===== src/rtl/traffic_light_monitor.sv =====
// traffic_light_monitor
//   Passive safety monitor for a two-head traffic light controller. It tracks
//   each head's phase from its lamp outputs and flags illegal lamp patterns,
//   illegal phase order, short green/yellow dwell and cross-head conflict.
//   The first fault after reset or clr is latched until cleared.
//
// Ports
//   clk          system clock, rising edge
//   rst          asynchronous active-high reset
//   r1/y1/g1     head-1 lamps
//   r2/y2/g2     head-2 lamps
//   clr          synchronous pulse, clears the sticky fault
//   fault        sticky fault flag
//   fault_code   first fault: 0 none, 1 CONFLICT, 2 LAMP, 3 SEQ, 4 SHORT
//   fault_head   head mask of the first fault (bit0 = head1, bit1 = head2)
//   head1_st     head-1 phase: 0 UNK, 1 RED, 2 YEL, 3 GRN
//   head2_st     head-2 phase, same encoding
//   phase_cnt    completed head-1 cycles (legal YEL->RED), wraps 255 -> 0
module traffic_light_monitor #(
  parameter int unsigned CW      = 8,
  parameter int unsigned GRN_MIN = 4,
  parameter int unsigned YEL_MIN = 2
) (
  input  logic       clk,
  input  logic       rst,
  input  logic       r1,
  input  logic       y1,
  input  logic       g1,
  input  logic       r2,
  input  logic       y2,
  input  logic       g2,
  input  logic       clr,
  output logic       fault,
  output logic [2:0] fault_code,
  output logic [1:0] fault_head,
  output logic [1:0] head1_st,
  output logic [1:0] head2_st,
  output logic [7:0] phase_cnt
);

  // Phase encoding; bit1 set means YEL or GRN (the "moving traffic" phases).
  localparam logic [1:0] ST_UNK = 2'd0;
  localparam logic [1:0] ST_RED = 2'd1;
  localparam logic [1:0] ST_YEL = 2'd2;
  localparam logic [1:0] ST_GRN = 2'd3;

  localparam logic [2:0] FC_NONE     = 3'd0;
  localparam logic [2:0] FC_CONFLICT = 3'd1;
  localparam logic [2:0] FC_LAMP     = 3'd2;
  localparam logic [2:0] FC_SEQ      = 3'd3;
  localparam logic [2:0] FC_SHORT    = 3'd4;

  localparam logic [CW-1:0] DWELL_ONE = CW'(1);
  localparam logic [CW-1:0] DWELL_MAX = {CW{1'b1}};
  localparam logic [CW-1:0] GRN_MIN_W = CW'(GRN_MIN);
  localparam logic [CW-1:0] YEL_MIN_W = CW'(YEL_MIN);

  logic [2:0]    lamps   [2];
  logic [1:0]    lamp_st [2];
  logic [1:0]    st_q    [2];
  logic [1:0]    st_d    [2];
  logic [CW-1:0] dwell_q [2];
  logic [CW-1:0] dwell_d [2];
  logic [1:0]    lamp_err;
  logic [1:0]    seq_err;
  logic [1:0]    short_err;
  logic          conflict;
  logic          cycle_done;
  logic          new_any;
  logic [2:0]    new_code;
  logic [1:0]    new_head;

  assign lamps[0] = {r1, y1, g1};
  assign lamps[1] = {r2, y2, g2};

  // Per-head decode, phase update and transition checks.
  always_comb begin
    for (int h = 0; h < 2; h++) begin
      // NOTE: every always_comb output gets a default first so no path can
      // leave it unassigned and infer a latch.
      lamp_st[h]   = ST_UNK;
      st_d[h]      = st_q[h];
      dwell_d[h]   = dwell_q[h];
      seq_err[h]   = 1'b0;
      short_err[h] = 1'b0;

      case (lamps[h])
        3'b100:  lamp_st[h] = ST_RED;
        3'b010:  lamp_st[h] = ST_YEL;
        3'b001:  lamp_st[h] = ST_GRN;
        default: lamp_st[h] = ST_UNK;
      endcase
      // Dark or multi-lamp pattern: fault, state and dwell held.
      lamp_err[h] = (lamp_st[h] == ST_UNK);

      if (!lamp_err[h]) begin
        if (lamp_st[h] == st_q[h]) begin
          if (dwell_q[h] != DWELL_MAX) dwell_d[h] = dwell_q[h] + 1'b1;
        end else begin
          // Illegal order is still followed so the monitor re-locks onto
          // whatever the controller is actually showing.
          st_d[h]    = lamp_st[h];
          dwell_d[h] = DWELL_ONE;
          if (st_q[h] != ST_UNK) begin
            seq_err[h]   = !((st_q[h] == ST_RED && lamp_st[h] == ST_GRN) ||
                             (st_q[h] == ST_GRN && lamp_st[h] == ST_YEL) ||
                             (st_q[h] == ST_YEL && lamp_st[h] == ST_RED));
            short_err[h] = (st_q[h] == ST_GRN && lamp_st[h] == ST_YEL &&
                            dwell_q[h] < GRN_MIN_W) ||
                           (st_q[h] == ST_YEL && lamp_st[h] == ST_RED &&
                            dwell_q[h] < YEL_MIN_W);
          end
        end
      end
    end

    conflict   = !lamp_err[0] && !lamp_err[1] &&
                 lamp_st[0][1] && lamp_st[1][1];
    cycle_done = (st_q[0] == ST_YEL) && (lamp_st[0] == ST_RED);
  end

  // Fault priority: CONFLICT > LAMP > SEQ > SHORT.
  always_comb begin
    new_code = FC_NONE;
    new_head = 2'b00;
    if (conflict) begin
      new_code = FC_CONFLICT;
      new_head = 2'b11;
    end else if (|lamp_err) begin
      new_code = FC_LAMP;
      new_head = lamp_err;
    end else if (|seq_err) begin
      new_code = FC_SEQ;
      new_head = seq_err;
    end else if (|short_err) begin
      new_code = FC_SHORT;
      new_head = short_err;
    end
    new_any = (new_code != FC_NONE);
  end

  // NOTE: sequential state uses non-blocking assignments so every register
  // samples the pre-edge values, independent of statement order.
  always_ff @(posedge clk or posedge rst) begin
    if (rst) begin
      // NOTE: the per-head state arrays are tiny control registers, not a
      // RAM, so they are reset along with everything else.
      for (int h = 0; h < 2; h++) begin
        st_q[h]    <= ST_UNK;
        dwell_q[h] <= '0;
      end
      phase_cnt <= 8'd0;
    end else begin
      for (int h = 0; h < 2; h++) begin
        st_q[h]    <= st_d[h];
        dwell_q[h] <= dwell_d[h];
      end
      if (cycle_done) phase_cnt <= phase_cnt + 8'd1;
    end
  end

  always_ff @(posedge clk or posedge rst) begin
    if (rst) begin
      fault      <= 1'b0;
      fault_code <= FC_NONE;
      fault_head <= 2'b00;
    end else if (clr) begin
      // Set wins over clear; with no new fault this returns all to zero.
      fault      <= new_any;
      fault_code <= new_code;
      fault_head <= new_head;
    end else if (new_any && !fault) begin
      fault      <= 1'b1;
      fault_code <= new_code;
      fault_head <= new_head;
    end
  end

  assign head1_st = st_q[0];
  assign head2_st = st_q[1];

endmodule


===== config.mk =====
export PLATFORM = sky130hd
export DESIGN_NAME = traffic_light_monitor
export DESIGN_NICKNAME = d
export VERILOG_FILES = /design/src/rtl/traffic_light_monitor.sv
export SDC_FILE = /design/constraint.sdc
export NUM_CORES = 1
export LEC_CHECK = 0
export CORE_MARGIN = 8
export CORE_UTILIZATION = 35
export CTS_CLUSTER_DIAMETER = 50
export CTS_CLUSTER_SIZE = 24
export DETAILED_ROUTE_END_ITERATION = 10
export GPL_TIMING_DRIVEN = 1
export PLACE_DENSITY = 0.55
export SYNTH_ARGS = -nofsm -noshare
export SYNTH_HDL_FRONTEND = slang
export SYNTH_SLANG_ARGS = --single-unit

===== constraint.sdc =====
create_clock -name clk -period 4.4 [get_ports clk]
set_input_delay 0.44 -clock clk [delete_from_list [all_inputs] [get_ports clk]]
set_output_delay 0.44 -clock clk [all_outputs]
set_load 0.01 [all_outputs]

==> metrics.txt, run 1 <==
status=complete, no violations; number of global-route vias before repair=1630; area share of the largest cell type after synthesis=39.6%; Post-synth EDFFs=0; wirelength, routed=4.76 mm; Req. time, crit path=roughly 4.6 ns; internal power=0.648 mW; initial antenna violation count=0; Die W=approximately 94 um; Antenna Nets Post-Route=0; Final min period=around 2.6 ns; fmax=379 MHz; YS warnings=0; Final Max Tran Viols=0; Area Growth Syn to Fin=19.9%; Layout Cells excl Fill=323; RSZ-0062 raised after global routing=no; first-pass GRT wire length=7.96 mm; worst reg2reg startpoint=head1_st[0]; I/O Buffers=26; overall routing resource usage=between 10 and 15%; initial DRC count=101; fillers=around 600; ys flop type=dfrtp_1; worst-margin pin slew=0.628 ns; clk buf depth=2; CP max stage cell=clkdlybuf4s50_1; post-placement cell count=between 300 and 400; top cells by area, synth=dfrtp_1 (40%), xnor2_1 (4.9%), a21oi_1 (3.7%), xor2_1 (3.7%), nor2_1 (2.6%); max-cap viol count=0; sequential fraction of the synthesis area=39.6%; CP Data Arrival Time=between 2 and 3 ns; crit path cell chain=clkdlybuf4s50_1, xnor2_1, nor4_2, nor3_4, nand3b_2, o31ai_4, mux2_4; Via Count=1703; cell taking the most area after synthesis=dfrtp_1; Power per Cell Area=359 mW/mm^2; syn_nets=236; detailed-router iteration count before antenna repair=4; launch point of the critical path=g2; Hold Violations, Final=0; Syn Inst Count=224; Vias/cell=5.27; total clock buffers created by CTS=5; WL/cell=14.7 um; endpoints failing setup=0; I/O pin count=27; Final Cycle Share=59.9%; dpl hpwl=between 3 and 4 mm; buffers and inverters on the worst path=1; DP Area=0.00246 sq mm; Psw=0.277 mW; area of the mapped netlist=between 0.002 and 0.0025 sq mm; switching share of power=between 20 and 30%; routability cong.=a little over 0.8; Core Rows=28; smallest hold slack=0.390 ns; CP peak stage delay=approximately 0.65 ns; crit-path leading delay family=buffers and inverters; Hold Crit Class=input pin to async pin; Starting Density=36.3%; final instance area=0.00257 sq mm; core area=roughly 0.0059 sq mm; FF-to-FF setup slack=2.32 ns; nets=260; post_cts resized=0; Antenna Diode Count=0; Final Skew=0.00668 ns; P_leak=1.03 nW; Crit. End Element=register; CTS HTree Levels=2; CP max FO=15; Pwr Total=0.925 mW; setup TNS=0 ns; FF+latch area=851 sq um; area of the multi-input gates=0.00122 sq mm; DRC viols=0; CTS tree=built; Die ar.=0.00890 sq mm; #FFs+latches synth=34; CTS Hold Bufs=0; grt ovf=0; layout cells sized above 1=under 10%; Die H=94.3 um; CTS clock-pin slew for the worst setup and hold paths=0.07 ns; Peak VDD IR=0.199 mV; Avg Cell Area, Syn=between 9 and 10 sq um; Clock power frac=32.0%; CTS root buffer=clkbuf_8; part of the power in registers=42.8%; # clock sinks=34; Combinational Power Share=25.2%; CP Class=input pin to register; Post-synth ARST share=100%; CP Launch Type=input pin; worst-skew pair later-pin latency=0.28 ns; relative slew slack=57.8%; largest net degree at the start of global routing=28; unique cell type count in the Yosys netlist=57; Post-CTS Setup Bufs=0
[Yosys cell counts, types with 3 or more instances]
cell      instances
inv_1             9
o21ai_0           5
nand3_1           8
nand2b_1          7
nor2_1           15
and3_1            5
xnor2_1          12
a21oi_1          16
or3b_1            3
nand4_1           3
nor4_1            7
clkbuf_1          4
o22ai_1           4
dfrtp_1          34
o21ai_1           3
ha_1              3
nand2_1          14
xor2_1            9
nor4b_1           3
nor2b_1           6
buf_2             5
a22o_1            4
and4_1            3
[routing by layer]
metal / global-route usage, % / part of all wire (%) / up-vias
li1: - / - / 870
met1: 15.8 / 51 / 807
met2: 15.2 / 42 / 22
met3: 4.21 / 6.2 / 4
met4: 3.57 / 0.95 / 0
met5: 0 / 0 / -
[final cells by class]
| type | count | area share (%) |
|---|---|---|
| clock inverters | 1 | 1.17 |
| repair buffers | 27 | 10.4 |
| flip-flops and latches | 34 | 33.0 |
| clock buffers | 6 | 3.21 |
| well taps | 75 | 3.64 |
| inverters | 9 | 1.31 |
| multi-input cells | 171 | 47.2 |
[power by group through the flow]
stage	Sequential (mW)	Combinational [mW]	Clock, mW
floorplan	0.396	0.146	0
global placement	0.402	0.235	0
detailed placement	0.402	0.235	0
CTS	0.397	0.237	0.305
global route	0.405	0.260	0.316
finish	0.396	0.233	0.296
[cell families (layout without fill, tap and decap cells)]
logic type               count (synthesis)  count (layout)  share of synthesized area, %
AO/OA/AOI/OAI                           53              53                          18.7
XOR/XNOR                                21              21                          8.56
adder cells (fa/ha/maj)                  4               4                          2.21
buffers and inverters                   19              43                          3.79
flip-flops                              34              34                          39.6
multiplexers                             4               4                          2.45
AND/OR/NAND/NOR                         89              89                          24.7
[worst paths after layout]
kind,end,depth (start not counted)
max,fault_head[1],7
min,phase_cnt[4],2
max reg2reg,fault_head[1],6
min reg2reg,phase_cnt[7],1
max in group asynchronous,dwell_q[2],3
min in group clk,phase_cnt[7],1
[stage by stage]
step	worst slack, ns	util [%]
5_1_grt	1.64	43.5
3_5_place_dp	1.46	41.6
3_3_place_gp	1.51	41.6
2_1_floorplan	2.39	-
6_report	1.76	43.5
4_1_cts	1.77	43.5
[registers in the layout, summed over array words and instances (netlist names)]
register / flops
dwell_q: 16
phase_cnt: 8
head2_st: 2
fault: 1
head1_st: 2
fault_code: 3
fault_head: 2
[cell usage in the layout (no fill, tap or decap), drive strengths merged, types with 2 or more instances in the layout]
cell	n
clkdlybuf4s50	26
o32a	2
a21oi	16
nand3	8
o32ai	2
nor4b	3
o22ai	4
nor2	15
o21ai	8
ha	3
nor3b	2
or3	2
and3	5
nor3	3
or3b	3
xor2	9
mux2	4
nor2b	6
o31ai	2
o2bb2ai	2
nand3b	2
or2	2
dfrtp	34
nand2	14
inv	9
nand2b	7
a22o	4
and4	3
clkbuf	6
xnor2	12
o22a	3
nor4	8
nand4	3
No activity file was read; power rests on OpenSTA's default activity.
==> inputs of run 2 (changes only) <==
--- a/config.mk
+++ b/config.mk
@@ -11,7 +11,7 @@
 export CTS_CLUSTER_SIZE = 24
 export DETAILED_ROUTE_END_ITERATION = 10
 export GPL_TIMING_DRIVEN = 1
-export PLACE_DENSITY = 0.55
+export PLACE_DENSITY = 0.57
 export SYNTH_ARGS = -nofsm -noshare
 export SYNTH_HDL_FRONTEND = slang
 export SYNTH_SLANG_ARGS = --single-unit
==> constraint.sdc (replaced) <==
create_clock -name clk -period 2.15 [get_ports clk]
set_input_delay 0.215 -clock clk [delete_from_list [all_inputs] [get_ports clk]]
set_output_delay 0.215 -clock clk [all_outputs]
set_load 0.01 [all_outputs]
==> metrics.txt, run 2 (synthesized netlist as in run 1, its figures left out) <==
initial antenna violation count=0 (unchanged); CP Launch Type=input pin; # clock sinks=34 (unchanged); WL/cell=13.6 um (-7.7%); Power per Cell Area=676 mW/mm^2 (+88%); Reg with most FFs=dwell_q; P_leak=1.22 nW (+18%); setup TNS=0 ns (unchanged); Starting Density=36.3% (unchanged); CP max FO=11 (-4); CTS tree=built; max-cap viol count=0 (unchanged); worst-margin pin slew=0.430 ns (-0.198 ns); I/O pin count=27 (unchanged); CTS clock-pin slew for the worst setup and hold paths=0.07 ns (about the same); Die ar.=0.00890 sq mm (unchanged); leading cell type in the layout, fill and taps excluded=buf_4; layout cells sized above 1=20.3% (+12 points); commonest non-fill, non-tap cells in the layout=buf_4 (38), dfrtp_1 (34), clkdlybuf4s50_1 (26); Antenna Diode Count=0 (unchanged); Die H=94.3 um (unchanged); Final Cycle Share=95.5%; RSZ-0062 raised after global routing=no; Clock power frac=29.4% (-2.6 points); Req. time, crit path=2.32 ns (-2.25 ns); dpl hpwl=3.62 mm (+6.4%); part of the power in registers=41.4% (-1.4 points); status=complete, no violations; CP Class=input pin to register; Antenna Nets Post-Route=0 (unchanged); initial DRC count=85 (-16%); Crit. End Element=register; Area Growth Syn to Fin=33.5%; grt ovf=0 (unchanged); reg-to-reg endpoint=fault_head[1]; nets=297 (+14%); CP endpoint=fault_head[1]; FF-to-FF setup slack=0.11 ns (-2.21 ns); DRC viols=0 (unchanged); Hold Violations, Final=0 (unchanged); wirelength, routed=4.91 mm (+3.2%); CTS root buffer=clkbuf_8; core area=0.00592 sq mm (unchanged); Psw=0.571 mW (+110%); smallest hold slack=0.339 ns (-0.0514 ns); detailed-router iteration count before antenna repair=4 (unchanged); number of global-route vias before repair=1802 (+11%); I/O Buffers=26 (unchanged); largest net degree at the start of global routing=35 (+25%); worst r2r path cells=5 (-1); Final Skew=0.00612 ns (-0.000564 ns); launch point of the critical path=r1; routability cong.=0.820 (+0.26%); Top Registers=dwell_q x16, phase_cnt x8, fault_code x3; Final Max Tran Viols=0 (unchanged); endpoints failing setup=0 (unchanged); overall routing resource usage=11.8% (+0.67 points); total clock buffers created by CTS=5 (unchanged); first-pass GRT wire length=8.49 mm (+6.8%); Post-CTS Setup Bufs=0 (unchanged); Die W=94.3 um (unchanged); Combinational Power Share=29.2% (+4.0 points); worst reg2reg startpoint=head1_st[0]; worst-skew pair later-pin latency=0.28 ns (about the same); fmax=a little under 500 MHz; switching share of power=29.4% (-0.46 points); Final min period=2.05 ns; Peak VDD IR=0.546 mV (+170%); relative slew slack=71.1% (+13 points); Vias/cell=5.07 (-3.9%); clk buf depth=2 (unchanged); Core Rows=28 (unchanged); internal power=1.37 mW (+110%); CP Data Arrival Time=2.22 ns (-0.59 ns); Via Count=1830 (+7.5%); CTS HTree Levels=2 (unchanged); max reg flops=16 (unchanged); Hold Crit Class=input pin to async pin
-- run 2: cell count changes in the layout (fill, tap and decap cells not counted), sizes merged --
cell    change
buf        +37
clkbuf      +1
-- run 2: how the worst min path moves through the flow --
stage                            start            end  slack, ns  depth (start not counted)
after floorplan                    clr  fault_code[2]       0.33                          1
after global placement    phase_cnt[7]   phase_cnt[7]       0.46                          1
after detailed placement  phase_cnt[7]   phase_cnt[7]       0.47                          1
after CTS                          rst     dwell_q[8]       0.35                          3
after global routing               rst    dwell_q[10]       0.38                          3
final                              rst    dwell_q[10]       0.34                          3
-- run 2: area by class of cell --
class                   count  area (sq um)
fillers                   578          3050
repair buffers             64           546
multi-input cells         171          1240
inverters                   9          33.8
clock buffers               7          76.3
clock inverters             1          30.0
well taps                  75          93.8
flip-flops and latches     34           851
-- run 2: critical path, stage by stage --
cell and delay (ns):
clkdlybuf4s50_1 0.46, buf_4 0.17, and3b_1 0.22, o211a_1 0.25, or2_2 0.32, o31ai_4 0.27, mux2_4 0.33
-- run 2: what timing repair did --
item	CTS	global route
hold buffers	0	0
endpoints found under the setup margin	0	3
gates resized for setup	0	3
-- run 2: routing by layer --
| layer | up-vias | global-route usage [%] | wire [um] |
|---|---|---|---|
| met5 | - | 0 | 0 |
| met4 | 0 | 3.70 | 56 |
| met3 | 6 | 3.33 | 203 |
| met2 | 28 | 17.7 | 2180 |
| met1 | 851 | 16.1 | 2470 |
| li1 | 945 | - | - |
-- run 2: through the flow --
step	worst slack, ns	cells	area [sq um]	total power, mW	utilization (%)
2_1_floorplan	0.143	224	2150	1.11	-
3_3_place_gp	-0.174	353	2740	1.37	46.3
3_5_place_dp	-0.210	353	2740	1.37	46.3
4_1_cts	0.0777	361	2850	1.97	48.1
5_1_grt	0.0332	361	2870	2.07	48.4
6_report	0.0960	361	2870	1.94	48.4
-- run 2: power groups by stage --
stage | Clock [mW] | Combinational (mW) | Sequential (mW)
after detailed placement | 0 | 0.562 | 0.813
after floorplan | 0 | 0.298 | 0.810
final | 0.571 | 0.566 | 0.802
after global placement | 0 | 0.562 | 0.812
after global routing | 0.624 | 0.631 | 0.815
after CTS | 0.597 | 0.568 | 0.803
==> inputs of run 3 (changes only) <==
--- a/config.mk
+++ b/config.mk
@@ -5,12 +5,10 @@
 export SDC_FILE = /design/constraint.sdc
 export NUM_CORES = 1
 export LEC_CHECK = 0
-export CORE_MARGIN = 8
 export CORE_UTILIZATION = 35
 export CTS_CLUSTER_DIAMETER = 50
 export CTS_CLUSTER_SIZE = 24
 export DETAILED_ROUTE_END_ITERATION = 10
-export GPL_TIMING_DRIVEN = 1
 export PLACE_DENSITY = 0.57
 export SYNTH_ARGS = -nofsm -noshare
 export SYNTH_HDL_FRONTEND = slang
==> metrics.txt, run 3 (synthesized netlist as in run 1, its figures left out) <==
status=complete, no violations; worst-skew pair later-pin latency=0.29 ns (about the same); # clock sinks=34 (unchanged); layout cells sized above 1=20.6% (+0.28 points); CP Data Arrival Time=2.19 ns (-0.03 ns); DRC viols=0 (unchanged); smallest hold slack=0.323 ns (-0.0159 ns); Final Max Tran Viols=0 (unchanged); Antenna Diode Count=0 (unchanged); Area Growth Syn to Fin=32.3%; CP max FO=13 (+2); max-cap viol count=0 (unchanged); crit path cell chain=and3b_1, o211a_1, or2_2, o31ai_4, mux2_4; Reg with most FFs=dwell_q; Die H=80.3 um (-15%); CP peak stage delay=0.51 ns (+0.05 ns); detailed-router iteration count before antenna repair=4 (unchanged); endpoints failing setup=0 (unchanged); Die W=80.3 um (-15%); commonest non-fill, non-tap cells in the layout=buf_4 (39), dfrtp_1 (34), clkdlybuf4s50_1 (26); part of the power in registers=43.3% (+1.9 points); initial DRC count=65 (-24%); number of global-route vias before repair=1819 (+0.94%); fmax=496 MHz (+1.8%); worst-margin pin slew=0.438 ns (+0.00812 ns); Starting Density=36.3% (unchanged); post_cts resized=0 (unchanged); first-pass GRT wire length=8.28 mm (-2.5%); CTS clock-pin slew for the worst setup and hold paths=0.07 ns (about the same); Crit. End Element=register; overall routing resource usage=16.6% (+4.8 points); routability cong.=0.782 (-4.6%); clk buf depth=2 (unchanged); CTS Hold Bufs=0 (unchanged); Hold Crit Class=input pin to async pin; RSZ-0062 raised after global routing=no; pre-CTS WS=-0.148 ns (+0.0614 ns); Combinational Power Share=30.0% (+0.8 points); final instance area=0.00284 sq mm (-0.87%); largest net degree at the start of global routing=35 (unchanged); Final Skew=0.00825 ns (+0.00213 ns); internal power=1.28 mW (-6.5%); Final Cycle Share=93.8% (-1.7 points); max reg flops=16 (unchanged); P_leak=1.21 nW (-1.1%); core area=0.00592 sq mm (unchanged); CTS root buffer=clkbuf_8; Vias/cell=5.02 (-1.0%); setup TNS=0 ns (unchanged); I/O Buffers=26 (unchanged); total clock buffers created by CTS=5 (unchanged); Hold Violations, Final=0 (unchanged); Psw=0.582 mW (+2.0%); grt ovf=0 (unchanged); Core Rows=28 (unchanged); final core utilization=48.0% (-0.42 points); Antenna Nets Post-Route=0 (unchanged); Die ar.=0.00646 sq mm (-27%); nets=298 (+0.34%); dpl hpwl=3.56 mm (-1.9%); initial antenna violation count=0 (unchanged); switching share of power=31.3% (+1.8 points); Via Count=1816 (-0.77%); Final min period=2.02 ns (-0.0368 ns); CP max stage cell=dfrtp_1; I/O pin count=27 (unchanged); Peak VDD IR=0.578 mV (+5.9%); Power per Cell Area=655 mW/mm^2 (-3.2%); relative slew slack=70.8% (-0.28 points); Post-CTS Setup Bufs=0 (unchanged); WL/cell=13.3 um (-2.4%); CP Launch Type=register; CTS tree=built; DP Area=0.00275 sq mm (+0.27%); CP Class=register to register; wirelength, routed=4.80 mm (-2.2%); Clock power frac=26.7% (-2.7 points); final setup margin=0.133 ns (+0.0368 ns); CTS HTree Levels=2 (unchanged); leading cell type in the layout, fill and taps excluded=buf_4; Top Registers=dwell_q x16, phase_cnt x8, fault_code x3; Req. time, crit path=2.32 ns (about the same); worst r2r path cells=5 (unchanged)
-- run 3: per-stage QoR --
| stage | total power, mW | std cells |
|---|---|---|
| after floorplan | 1.11 | 224 |
| after global placement | 1.38 | 354 |
| after detailed placement | 1.38 | 354 |
| after CTS | 1.89 | 362 |
| after global routing | 1.99 | 362 |
| final | 1.86 | 362 |
-- run 3: critical path, delay by kind of cell (launching register included) --
| kind | cells | cell delay [ns] |
|---|---|---|
| DFF | 1 | 0.51 |
| AOI/OAI and AO/OA | 2 | 0.51 |
| and+or+nand+nor | 2 | 0.56 |
| muxes | 1 | 0.32 |
-- run 3: power by group through the flow --
| stage | combinational (mW) | clock [mW] | sequential [mW] |
|---|---|---|---|
| global route | 0.621 | 0.548 | 0.825 |
| finish | 0.558 | 0.498 | 0.807 |
| floorplan | 0.298 | 0 | 0.810 |
| global placement | 0.554 | 0 | 0.821 |
| CTS | 0.565 | 0.517 | 0.807 |
| detailed placement | 0.560 | 0 | 0.818 |
-- run 3: cell type report --
type	instances	area (sq um)
clock buffer	6	82.6
fill	562	3080
sequential	34	851
multi-input combinational	171	1220
inverter	9	33.8
timing repair buffer	65	553
clock inverter	2	12.5
tap	75	93.8
-- run 3: metal layers --
metal	up-vias	routed length (um)	GRT usage [%]
li1	947	-	-
met1	840	2360	21.8
met2	20	2240	26.7
met3	9	143	3.98
met4	0	61	5.54
met5	-	0	0
-- run 3: worst paths after layout --
path / startpoint / end / slack, ns
hold reg to reg: phase_cnt[7] / phase_cnt[7] / 0.48
setup reg to reg: head1_st[0] / fault_code[0] / 0.13
max in group asynchronous: rst / head1_st[0] / 1.52
min in group clk: phase_cnt[7] / phase_cnt[7] / 0.48
hold / removal: rst / phase_cnt[7] / 0.32
setup / recovery: head1_st[0] / fault_code[0] / 0.13
